==> config.mk <==
export PLATFORM = sky130hd
export DESIGN_NAME = key_beep_pattern
export DESIGN_NICKNAME = d
export VERILOG_FILES = /design/src/rtl/key_beep_pattern.sv
export SDC_FILE = /design/constraint.sdc
export NUM_CORES = 1
export LEC_CHECK = 0
export CORE_ASPECT_RATIO = 1.4
export CORE_MARGIN = 3
export CORE_UTILIZATION = 35
export DETAILED_ROUTE_END_ITERATION = 8
export HOLD_SLACK_MARGIN = 0.15
export SYNTH_ARGS = -nofsm -noshare
export SYNTH_HDL_FRONTEND = slang
export SYNTH_SLANG_ARGS = --single-unit
export TNS_END_PERCENT = 100
==> constraint.sdc <==
create_clock -name sys_clk -period 2.1 [get_ports sys_clk]
set_input_delay 0.21 -clock sys_clk [delete_from_list [all_inputs] [get_ports sys_clk]]
set_output_delay 0.21 -clock sys_clk [all_outputs]
set_load 0.03 [all_outputs]
==> src/rtl/key_beep_pattern.sv <==
// Key-triggered buzzer pattern: BEEP_NUM tone bursts of ON_CYC cycles separated by OFF_CYC gaps.
// The tone is a square wave of half-period TONE_HALF that restarts high at the start of every burst.
module key_beep_pattern #(
  parameter logic [19:0] TONE_HALF = 20'd4,
  parameter logic [19:0] ON_CYC    = 20'd16,
  parameter logic [19:0] OFF_CYC   = 20'd8,
  parameter logic [3:0]  BEEP_NUM  = 4'd3
) (
  input  logic       sys_clk,
  input  logic       sys_rst,
  input  logic       key_flag,
  output logic       beep,
  output logic       busy,
  output logic       done,
  output logic [3:0] beep_idx,
  output logic [1:0] state_dbg
);

  typedef enum logic [1:0] {
    IDLE = 2'd0,
    ON   = 2'd1,
    OFF  = 2'd2
  } state_t;

  state_t      state, state_nx;
  logic [19:0] dur_cnt, dur_nx;
  logic [19:0] ph_cnt, ph_nx;
  logic        beep_nx, busy_nx, done_nx;
  logic [3:0]  idx_nx;

  assign state_dbg = state;

  always_ff @(posedge sys_clk) begin
    if (sys_rst) begin
      state    <= IDLE;
      dur_cnt  <= 20'd0;
      ph_cnt   <= 20'd0;
      beep     <= 1'b0;
      busy     <= 1'b0;
      done     <= 1'b0;
      beep_idx <= 4'd0;
    end else begin
      state    <= state_nx;
      dur_cnt  <= dur_nx;
      ph_cnt   <= ph_nx;
      beep     <= beep_nx;
      busy     <= busy_nx;
      done     <= done_nx;
      beep_idx <= idx_nx;
    end
  end

  always_comb begin
    state_nx = state;
    dur_nx   = dur_cnt;
    ph_nx    = ph_cnt;
    beep_nx  = beep;
    busy_nx  = busy;
    done_nx  = 1'b0;
    idx_nx   = beep_idx;
    case (state)
      IDLE: begin
        beep_nx = 1'b0;
        busy_nx = 1'b0;
        if (key_flag) begin
          state_nx = ON;
          busy_nx  = 1'b1;
          beep_nx  = 1'b1;
          dur_nx   = 20'd0;
          ph_nx    = 20'd0;
          idx_nx   = 4'd0;
        end
      end
      ON: begin
        dur_nx = dur_cnt + 20'd1;
        if (ph_cnt == TONE_HALF - 20'd1) begin
          ph_nx   = 20'd0;
          beep_nx = ~beep;
        end else begin
          ph_nx = ph_cnt + 20'd1;
        end
        // End of burst wins over a tone toggle landing on the same edge.
        if (dur_cnt == ON_CYC - 20'd1) begin
          beep_nx = 1'b0;
          dur_nx  = 20'd0;
          if (beep_idx == BEEP_NUM - 4'd1) begin
            state_nx = IDLE;
            busy_nx  = 1'b0;
            done_nx  = 1'b1;
            idx_nx   = 4'd0;
            ph_nx    = 20'd0;
          end else begin
            state_nx = OFF;
          end
        end
      end
      OFF: begin
        beep_nx = 1'b0;
        if (dur_cnt == OFF_CYC - 20'd1) begin
          state_nx = ON;
          dur_nx   = 20'd0;
          ph_nx    = 20'd0;
          beep_nx  = 1'b1;
          idx_nx   = beep_idx + 4'd1;
        end else begin
          dur_nx = dur_cnt + 20'd1;
        end
      end
      default: begin
        state_nx = IDLE;
        beep_nx  = 1'b0;
        busy_nx  = 1'b0;
      end
    endcase
  end

endmodule
==> results.py <==
metrics = {
    "worst_setup_path": {
        "worstPathCellList": "inv_4 -> ha_4 -> nor2b_4 -> or3_4 -> o21ai_4 -> nand4_1 -> or4b_1 -> a21oi_2",
        "start_kind": "flop",
        "worstPathRequired_ps": 2340,
        "worstSetupEndpointType": "flop",
        "critPathMaxStageDelay_ps": 560,
        "critPathMaxFanout": 5,
        "slowest_stage": "or4b_1",
        "r2r-start": "state_dbg[0]$_SDFFE_PP0P_",
        "worstSetupPathType": "reg2reg",
        "startpoint": "state_dbg[0]$_SDFFE_PP0P_",
        "crit_arrival_ps": 2290,
    },
    "sta": {
        "hold_violations": 0,
        "setup_viol": 0,
        "timing.fmax_mhz": 490,
        "period_share_pct": 97.2,
        "min_period_ps": 2040,
        "worst_slew_pin_slew_ps": 432,
        "fin_worst_skew_ps": 8.87,
        "slew_viol_final": 0,
        "rsz0062_at_grt": "yes",
        "worst_slack_ps": 59.2,
        "maxSlewHeadroom_pct": 70.9,
    },
    "layout": {
        "antennaDiodeCount": 0,
        "fin_nets": 369,
        "drive_gt1_share_pct": 24.0,
        "fin_util_pct": 46.7,
        "area_delta_synth_final_pct": 26.3,
        "most-common-layout-cells": "dfxtp_1 (45), buf_4 (41), nor2_1 (40), nand3_1 (21)",
        "final_common_cell": "dfxtp_1",
    },
    "power_and_ir_drop": {
        "irDropWorstVdd_mv": 0.357,
        "combinationalPowerShare_pct": 36.7,
        "p_int_mw": 1.63,
        "total_power_mw": 2.52,
        "p_seq_share_pct": 41.1,
        "pwr-share-clk_pct": 22.3,
        "p_sw_share_pct": 35.4,
        "power_density_mw_per_mm2": 754,
        "switchingPower_mw": 0.892,
        "leakagePower_nw": 1.23,
    },
    "clocking": {
        "cts_max_path_buffers": 2,
        "ctsHoldBuffers": 0,
        "htree_levels": 2,
        "cts_made_buffers": 5,
        "worstSkewPairLatency_ps": 300,
        "clkTransAtPathRegs_ps": 90,
        "root_buffer": "clkbuf_8",
        "clock-sinks": 49,
        "cts_tree": "yes",
    },
    "drt": {
        "drtIter0Drc": 110,
        "vias_per_cell": 5.15,
        "wl_um": 6180,
        "remaining_drc_errors": 0,
        "vias": 2335,
        "final_antenna_net_count": 0,
        "drt-pass1-iter-count": 4,
        "wl_per_cell_um": 13.6,
    },
    "floorplan": {
        "io_pins": 12,
        "initial_utilization_pct": 36.9,
        "chipWidth_um": 79.5,
        "die_y_um": 109,
        "die_area_sq_mm": 0.00866,
        "row_count": 36,
        "core_sq_mm": 0.00716,
    },
    "logic_synthesis": {
        "synthCells": 307,
        "async_flop_share_pct": 0,
        "ys_warn_count": 0,
        "synth_cell_types": 48,
        "synth_area_sq_mm": 0.00265,
        "syn_area_per_cell_sq_um": 8.62,
        "yosys_most_used_dff": "dfxtp_1",
        "ys_ff_latch": 49,
        "synth_seq_area_share_pct": 37.1,
        "syn-num-nets": 319,
        "synth_edf_count": 0,
    },
    "outcome": {
        "status": "completed",
    },
    "placed_design": {
        "dp_hpwl_um": 4620,
        "portBuffers": 11,
        "globalplace.congestion": 0.775,
        "place_ws_ps": -3.59,
    },
    "min_path": {
        "hp-start": "busy$_SDFFE_PP0P_",
        "hp-class": "reg2reg",
    },
    "global_routing": {
        "first_global_vias": 2312,
        "antenna_found_initial": 0,
        "grt_max_degree": 17,
        "grt_first_pass_wirelength_um": 10600,
        "overflow": 0,
        "track_usage_pct": 15.2,
    },
    "flow_run": {
        "maxCapViolations": 0,
    },
}
## path summary, 6_finish.rpt
| kind | endpoint | depth (start not counted) | slack, ps |
|---|---|---|---|
| setup / recovery | ph_cnt[8]$_SDFFE_PP0P_ | 8 | 60 |
| hold / removal | busy$_SDFFE_PP0P_ | 2 | 480 |
| setup reg to reg | ph_cnt[8]$_SDFFE_PP0P_ | 8 | 60 |
| hold reg to reg | busy$_SDFFE_PP0P_ | 2 | 480 |
## metrics by stage
stage | TNS (ps) | std cells | area [sq um] | hold slack, ps
floorplan | -55.6 | 307 | 2660 | 385
global placement | 0 | 440 | 3120 | 460
detailed placement | -4.17 | 440 | 3120 | 469
CTS | 0 | 448 | 3210 | 483
global route | -116 | 453 | 3340 | 510
finish | 0 | 453 | 3340 | 479
## what timing repair did
item	4_1_cts	5_1_grt
resized for setup	0	25
setup buffers	0	5
setup endpoints to repair	0	29
## registers in the layout (all words and copies together) (netlist names)
name / count
busy: 1
done: 1
ph_cnt: 20
beep_idx: 4
state_dbg: 2
beep: 1
dur_cnt: 20
## cells by family after synthesis
group,share of synthesized area [%]
buffers and inverters,2.70
flip-flops,37.1
multiplexers,0.378
XOR/XNOR,9.27
AO/OA/AOI/OAI,11.1
AND/OR/NAND/NOR,35.3
adder cells (fa/ha/maj),4.26
## worst max-delay path: cells and delay by family, from the launching register on
family | cells | cell delay [ps]
compound gates | 2 | 190
fa+ha+maj | 1 | 150
buf+inv | 1 | 40
flops | 1 | 390
simple gates | 4 | 1210
## cell usage after synthesis (8+ instances only)
library cell | n | area, sq um
a21oi_1 | 11 | 55.1
dfxtp_1 | 49 | 981
nand2_1 | 21 | 78.8
nor4_1 | 8 | 50.1
nand4_1 | 16 | 100
ha_1 | 9 | 113
o21ai_0 | 11 | 55.1
xor2_1 | 20 | 175
xnor2_1 | 8 | 70.1
nand3_1 | 22 | 110
nor2_1 | 40 | 150
## power by group through the flow
stage	sequential, mW	combinational, mW	clock, mW
3_5_place_dp	1.05	0.846	0
6_report	1.04	0.924	0.561
3_3_place_gp	1.05	0.841	0
2_1_floorplan	1.10	0.464	0
5_1_grt	1.04	1.03	0.636
4_1_cts	1.03	0.845	0.593
## layout make-up
type | instances | area [sq um]
Inverter | 7 | 31.3
Sequential cell | 49 | 991
Clock buffer | 5 | 68.8
Multi-Input combinational cell | 241 | 1680
Tap cell | 95 | 119
Timing Repair Buffer | 53 | 429
Clock inverter | 3 | 20.0
Fill cell | 695 | 3820
## metal layers
layer | wire (um) | global-route usage, % | vias up
li1 | - | - | 1205
met1 | 2770 | 18.2 | 1100
met2 | 3230 | 27.2 | 22
met3 | 104 | 2.48 | 8
met4 | 70 | 5.04 | 0
met5 | 0 | 0 | -
Note: power is estimated with default switching activity, not from simulation.
